<file path="config.mk">
export PLATFORM = sky130hd
export DESIGN_NAME = pc_deserializer
export DESIGN_NICKNAME = d
export VERILOG_FILES = /design/src/rtl/pc_deserializer.sv
export SDC_FILE = /design/constraint.sdc
export NUM_CORES = 1
export LEC_CHECK = 0
export CAP_MARGIN = 0
export CORE_MARGIN = 5
export CORE_UTILIZATION = 55
export CTS_CLUSTER_DIAMETER = 30
export DETAILED_ROUTE_END_ITERATION = 8
export DONT_BUFFER_PORTS = 1
export GPL_ROUTABILITY_DRIVEN = 0
export HOLD_SLACK_MARGIN = 0.15
export PLACE_DENSITY = 0.76
export SLEW_MARGIN = 40
export SYNTH_ARGS = -nofsm -noshare
export SYNTH_HDL_FRONTEND = slang
export SYNTH_SLANG_ARGS = --single-unit
</file>
<file path="constraint.sdc">
create_clock -name clk -period 2.9 [get_ports clk]
set_clock_uncertainty 0.2 [all_clocks]
set_input_delay 0.29 -clock clk [delete_from_list [all_inputs] [get_ports clk]]
set_output_delay 0.29 -clock clk [all_outputs]
set_load 0.05 [all_outputs]
</file>
<file path="src/rtl/pc_deserializer.sv">
// pc_deserializer: hunts a start bit, reassembles back-to-back MSB-first PC frames into a valid/ready FIFO with stats.
module pc_deserializer #(
  parameter int PC_W       = 19,
  parameter int FIFO_DEPTH = 4,
  parameter int CNT_W      = 16
) (
  input  logic             clk,
  input  logic             rst,
  input  logic             serial_in,
  input  logic             resync,
  output logic             out_valid,
  input  logic             out_ready,
  output logic [PC_W-1:0]  out_pc,
  output logic             link_active,
  output logic [CNT_W-1:0] frame_cnt,
  output logic [CNT_W-1:0] drop_cnt,
  output logic             overflow,
  input  logic             ovf_clr
);
  localparam int AW = $clog2(FIFO_DEPTH);
  localparam int BW = $clog2(PC_W);
  typedef enum logic {HUNT, RECV} state_t;
  state_t          state;
  logic [BW-1:0]   bit_cnt;
  logic [PC_W-2:0] shift_reg;
  logic [AW:0]     wr_ptr, rd_ptr;
  logic [PC_W-1:0] mem [FIFO_DEPTH];
  logic            empty, full, pop, push, do_push, drop;
  logic [PC_W-1:0] word;
  assign empty     = wr_ptr == rd_ptr;
  assign full      = (wr_ptr[AW] != rd_ptr[AW]) && (wr_ptr[AW-1:0] == rd_ptr[AW-1:0]);
  assign out_valid = !empty;
  assign out_pc    = empty ? '0 : mem[rd_ptr[AW-1:0]];
  assign pop       = out_valid && out_ready;
  assign word      = {shift_reg, serial_in};
  assign push      = state == RECV && bit_cnt == BW'(PC_W - 1);
  assign do_push   = push && (!full || pop);
  assign drop      = push && full && !pop;
  assign link_active = state == RECV;
  always_ff @(posedge clk or posedge rst)
    if (rst) begin
      state     <= HUNT;
      bit_cnt   <= '0;
      shift_reg <= '0;
      wr_ptr    <= '0;
      rd_ptr    <= '0;
      frame_cnt <= '0;
      drop_cnt  <= '0;
      overflow  <= 1'b0;
    end else begin
      if (state == HUNT) begin
        bit_cnt <= '0;
        if (serial_in) state <= RECV;
      end else begin
        shift_reg <= word[PC_W-2:0];
        bit_cnt   <= (push || resync) ? '0 : bit_cnt + 1'b1;
        if (resync) state <= HUNT;
      end
      if (do_push) wr_ptr <= wr_ptr + 1'b1;
      if (pop) rd_ptr <= rd_ptr + 1'b1;
      frame_cnt <= frame_cnt + CNT_W'(push);
      overflow  <= ovf_clr ? 1'b0 : (overflow | drop);
      if (ovf_clr) drop_cnt <= CNT_W'(drop);
      else if (drop && drop_cnt != '1) drop_cnt <= drop_cnt + 1'b1;
    end
  always_ff @(posedge clk)
    if (do_push) mem[wr_ptr[AW-1:0]] <= word;
endmodule

</file>
# Yosys cells after proc, flatten, opt, wreduce, memory -nomap -nowiden
# Memory sizes are Yosys's and may differ from the RTL's.
# Index checks and enable logic that the tools add are counted.
# word_totals
register_bits,63
mem_bits_rw,76
in_bits,6
output_inout_bits,54
word_cells,44
mem_count,1
# mem_list
memory,words,word_bits,rd,rd_ports_with_merged_regs,wr,line,text
mem,4,19,1,0,1,27,logic [PC_W-1:0] mem [FIFO_DEPTH];
# op_classes
n_addsub,5
eq_ne,5
n_mux,11
bitwise,1
n_reduce_logical,13
# ops
op,count
2-to-1 mux 16 bit,2
2-to-1 mux 19 bit,1
adder 16 x 1 -> 16 bit,1
adder 16 x 1 -> 16 bit (second input constant),1
inequality test 16 bit (second input constant),1
2-to-1 mux 5 bit,2
logical AND 1 bit,7
adder 3 x 1 -> 3 bit (second input constant),2
2-to-1 mux 1 bit,6
adder 5 x 1 -> 5 bit (second input constant),1
equality test 5 bit (second input constant),1
equality test 3 bit,1
logical NOT 1 bit,3
equality test 2 bit,1
logical OR 1 bit,2
nonzero test 2 bit,1
inequality test 1 bit,1
bitwise OR 1 bit,1

# Longest topological paths before layout
# logic_depth
word_depth,8
depth_mapped,9
mapped_depth_nobuf,9

# Worst setup path after synthesis
# OpenSTA, ideal clock, no wires.
# synth_path
kind,reg2reg
startpoint,"register state, in the netlist link_active"
endpoint,memory mem[3][0] (enable)
setup_time_ns,0.379
t_arrival_ns,2.147
required_ns,2.321
setup_slack_ns,0.174
stages_incl_launch_ff,5
n_path_buf,0
synth_period_minus_slack_ns,2.726
cell_sequence,dfrtp_1 -> nand2_1 -> nor4b_4 -> nor2b_1 -> and2_1
# synth_via
elab_chain_cells,4
# synth_lines
element,line,text
from (decl),23,state_t state;
from (signal assigned),42,state <= HUNT;
from (signal assigned),53,if (serial_in) state <= RECV;
from (signal assigned),57,if (resync) state <= HUNT;
logical AND 1 bit,36,assign push = state == RECV && bit_cnt == BW'(PC_W - 1);
logical AND 1 bit,37,assign do_push = push && (!full || pop);
2-to-1 mux 1 bit,67,if (do_push) mem[wr_ptr[AW-1:0]] <= word;
2-to-1 mux 1 bit (implied by the code),67,
to (decl),27,
# Every way passes these cells.

# Worst setup path after layout
# layout_path
startpoint,register rd_ptr[0]
endpoint,output port out_pc[9]
# layout_via
elab_chain_cells,2
word_cells_on_any_way,3
classes_between,1 x eq/ne; 1 x mux; 1 x memory
# layout_lines
element,line,text
from (decl),26,"logic [AW:0] wr_ptr, rd_ptr;"
from (signal assigned),60,if (pop) rd_ptr <= rd_ptr + 1'b1;
memory read (4 x 19 bit) / equality test 3 bit (equally long branches),n/a,
2-to-1 mux 19 bit (*),33,assign out_pc = empty ? '0 : mem[rd_ptr[AW-1:0]];
to (decl),13,"output logic [PC_W-1:0] out_pc,"
# Mark *: on every way between the ends. The rest lies on a longest branch, timed or not.

==> impl_results.md <==
* Post-synth top area cell: edfxtp_1
* Tcrit/Tclk final at 0.940
* Crit path time final at 2.73 ns
* Die X-Extent at 113 um
* Critical setup path kind: reg2out
* Setup violations, final at 0
* Syn nets at 396
* # diodes at 0
* Initial Utilization at 0.563
* Full die area at 0.0127 mm^2
* Hold crit path type: in2reg
* Antenna violations before repair at 0
* Final hold violations at 0
* Cell variety after synth at 37
* Largest stage delay, worst path at 0.59 ns
* Worst skew pair latency at 0.50 ns
* Final Max Slew Viols at 0
* WL final at 10700 um
* DP Wirelength at 6800 um
* Vias in the first global route at 3587
* # IOs at 60
* CTS tree: done
* First-pass GRT wire length at 18100 um
* Vias per cell at 5.65
* Peak Freq at 367 MHz
* P_sw at 2170 uW
* Total GRT Usage at 0.183
* Gate Count Post-Synth at 379
* Arr. time, crit path at 2.24 ns
* Worst setup SP type: register
* Placed instance area at 0.00629 mm^2
* Clock share of power at 0.320
* Crit Path Max Fanout at 20
* Final TNS setup at 0 ns
* Avg Cell Area, Syn at 15.3 um^2
* Post-CTS setup buffer count at 0
* Register area share after synthesis at 0.667
* Status: finished, final reports clean
* Switching share of power at 0.339
* Crit path cell chain: buf_4, mux4_2, nor2b_1, buf_4
* Post-synth top area share at 0.395
* Via count at 3340
* Part of the power in registers at 0.400
* Top-count cell post-synth: edfxtp_1
* Ys flop type: edfxtp_1
* Fin area at 0.00693 mm^2
* Iter 0 DRT Violations at 128
* CTS H-tree lvls at 4
* DRT antenna net count at 0
* Internal at 4230 uW
* Fin util at 0.675
* Clk sinks at 139
* Wire per inst at 18.1 um
* Max_cap viols at 0
* Setup crit end kind: primary output
* Site Rows at 37
* Worst EP required at 2.41 ns
* Clock transition at the registers of the reported paths at 0.06 ns
* CTS Buf Count at 17
* Commonest cells in the netlist: 76 x edfxtp_1, 63 x dfrtp_1, 21 x nor2b_1
* Worst hold margin at 0.277 ns
* Async set-reset flop share out of synthesis at 0.453
* Worst-Margin Slew at 0.650 ns
* DR pass1 iterations at 5
* Cell at the slowest stage of the critical path: mux4_2
* Area delta synth->final at 19.9%
* Clock root buffer: clkbuf_8
* Ranking of synthesized cells by area: edfxtp_1 39%, dfrtp_1 27%, mux4_2 7.4%, mux2_2 3.7%, ha_1 2.4%
* Core area at 0.0103 mm^2
* Largest register FFs at 76
* Die H at 113 um
* EDFF count, synth at 76
* Most used cell, CP: buf_4
* Pwr dens at 922 mW/mm^2
* DRC viols at 0
* Unrepaired setup endpoints after global routing: no
* #FFs+latches synth at 139
* Nets@finish at 459
* P_leak at 0.00271 uW
* CTS max path bufs at 2
* Largest net degree at the start of global routing at 64
* Warnings from Yosys at 0
* VDD IR-drop max at 0.531 mV
* Layout cells sized above 1 at 0.279
* Grt total ovfl at 0
* Gate power share at 0.280
* IO Port Bufs at 0
* Mapped Area at 0.00578 mm^2
* Total power at 6390 uW
* Max-slew headroom at 0.565
==> layer usage <==
metal / up-vias / wire length [um] / GRT usage
met5: - / 0 / 0
met4: 0 / 124 / 0.0545
met3: 12 / 566 / 0.0566
met2: 90 / 5630 / 0.311
met1: 1697 / 4380 / 0.224
li1: 1541 / - / -
==> critical path: cells and delay by family, from the launching register on <==
family	cells	cell delay, ns
DFF	1	0.40
muxes	1	0.59
buffers and inverters	2	0.58
and+or+nand+nor	1	0.15
==> final timing paths <==
path,end,depth (start not counted),startpoint,slack (ns)
setup / recovery,out_pc[9],4,rd_ptr[0]$_DFFE_PP0P_,0.17
hold / removal,link_active$_DFF_PP0_,2,resync,0.28
setup reg to reg,drop_cnt[2]$_DFFE_PP0P_,7,bit_cnt[0]$_DFF_PP0_,0.22
hold reg to reg,bit_cnt[0]$_DFF_PP0_,1,bit_cnt[0]$_DFF_PP0_,0.28
max in group asynchronous,drop_cnt[14]$_DFFE_PP0P_,4,rst,1.53
min in group asynchronous,shift_reg[1]$_DFFE_PP0P_,4,rst,0.67
==> power groups by stage <==
stage	Clock, uW	Combinational [uW]	Sequential (uW)
final	2040	1790	2560
after global routing	2190	1910	2590
after CTS	2080	1830	2560
after detailed placement	0	1810	2590
after global placement	0	1790	2570
after floorplan	0	1360	2530
==> repair_timing <==
item	in CTS	in global routing
gates resized for setup	0	1
hold buffers	7	0
endpoints found under the hold margin	96	0
setup endpoints to repair	0	1
==> cells in the final DEF, fill, tap and decap left out, types with 12 or more instances in the layout <==
master and instances:
dfrtp_1 63, buf_4 48, nor2b_1 21, nand2_1 19, mux2_2 19, xnor2_1 12
mux4_2 19, edfxtp_1 76, clkbuf_16 16, nand3_1 15, xor2_1 13, nor2_1 14
==> logic make-up (layout without fill, tap and decap cells) <==
kind of cell             after synthesis  count (layout)  synth area share
AO/OA/AOI/OAI                         26              26            0.0242
multiplexers                          40              40             0.114
adder cells (fa/ha/maj)               11              11            0.0238
flip-flops                           139             139             0.667
XOR/XNOR                              25              25            0.0379
AND/OR/NAND/NOR                      119             119             0.119
buffers and inverters                 19              95            0.0132
==> per-stage QoR <==
stage          std cells  worst slack (ns)
2_1_floorplan        379             0.174
3_3_place_gp         552             0.503
3_5_place_dp         552             0.394
4_1_cts              591            0.0907
5_1_grt              591            0.0203
6_report             591             0.173
==> cell type report <==
cell class / instances / area [um^2]
sequential: 139 / 3860
fill: 731 / 3340
clock buffer: 17 / 414
inverter: 7 / 26.3
timing repair buffer: 56 / 450
multi-input combinational: 221 / 1860
tap: 136 / 170
clock inverter: 15 / 153
(Power assumes the default switching activity.)
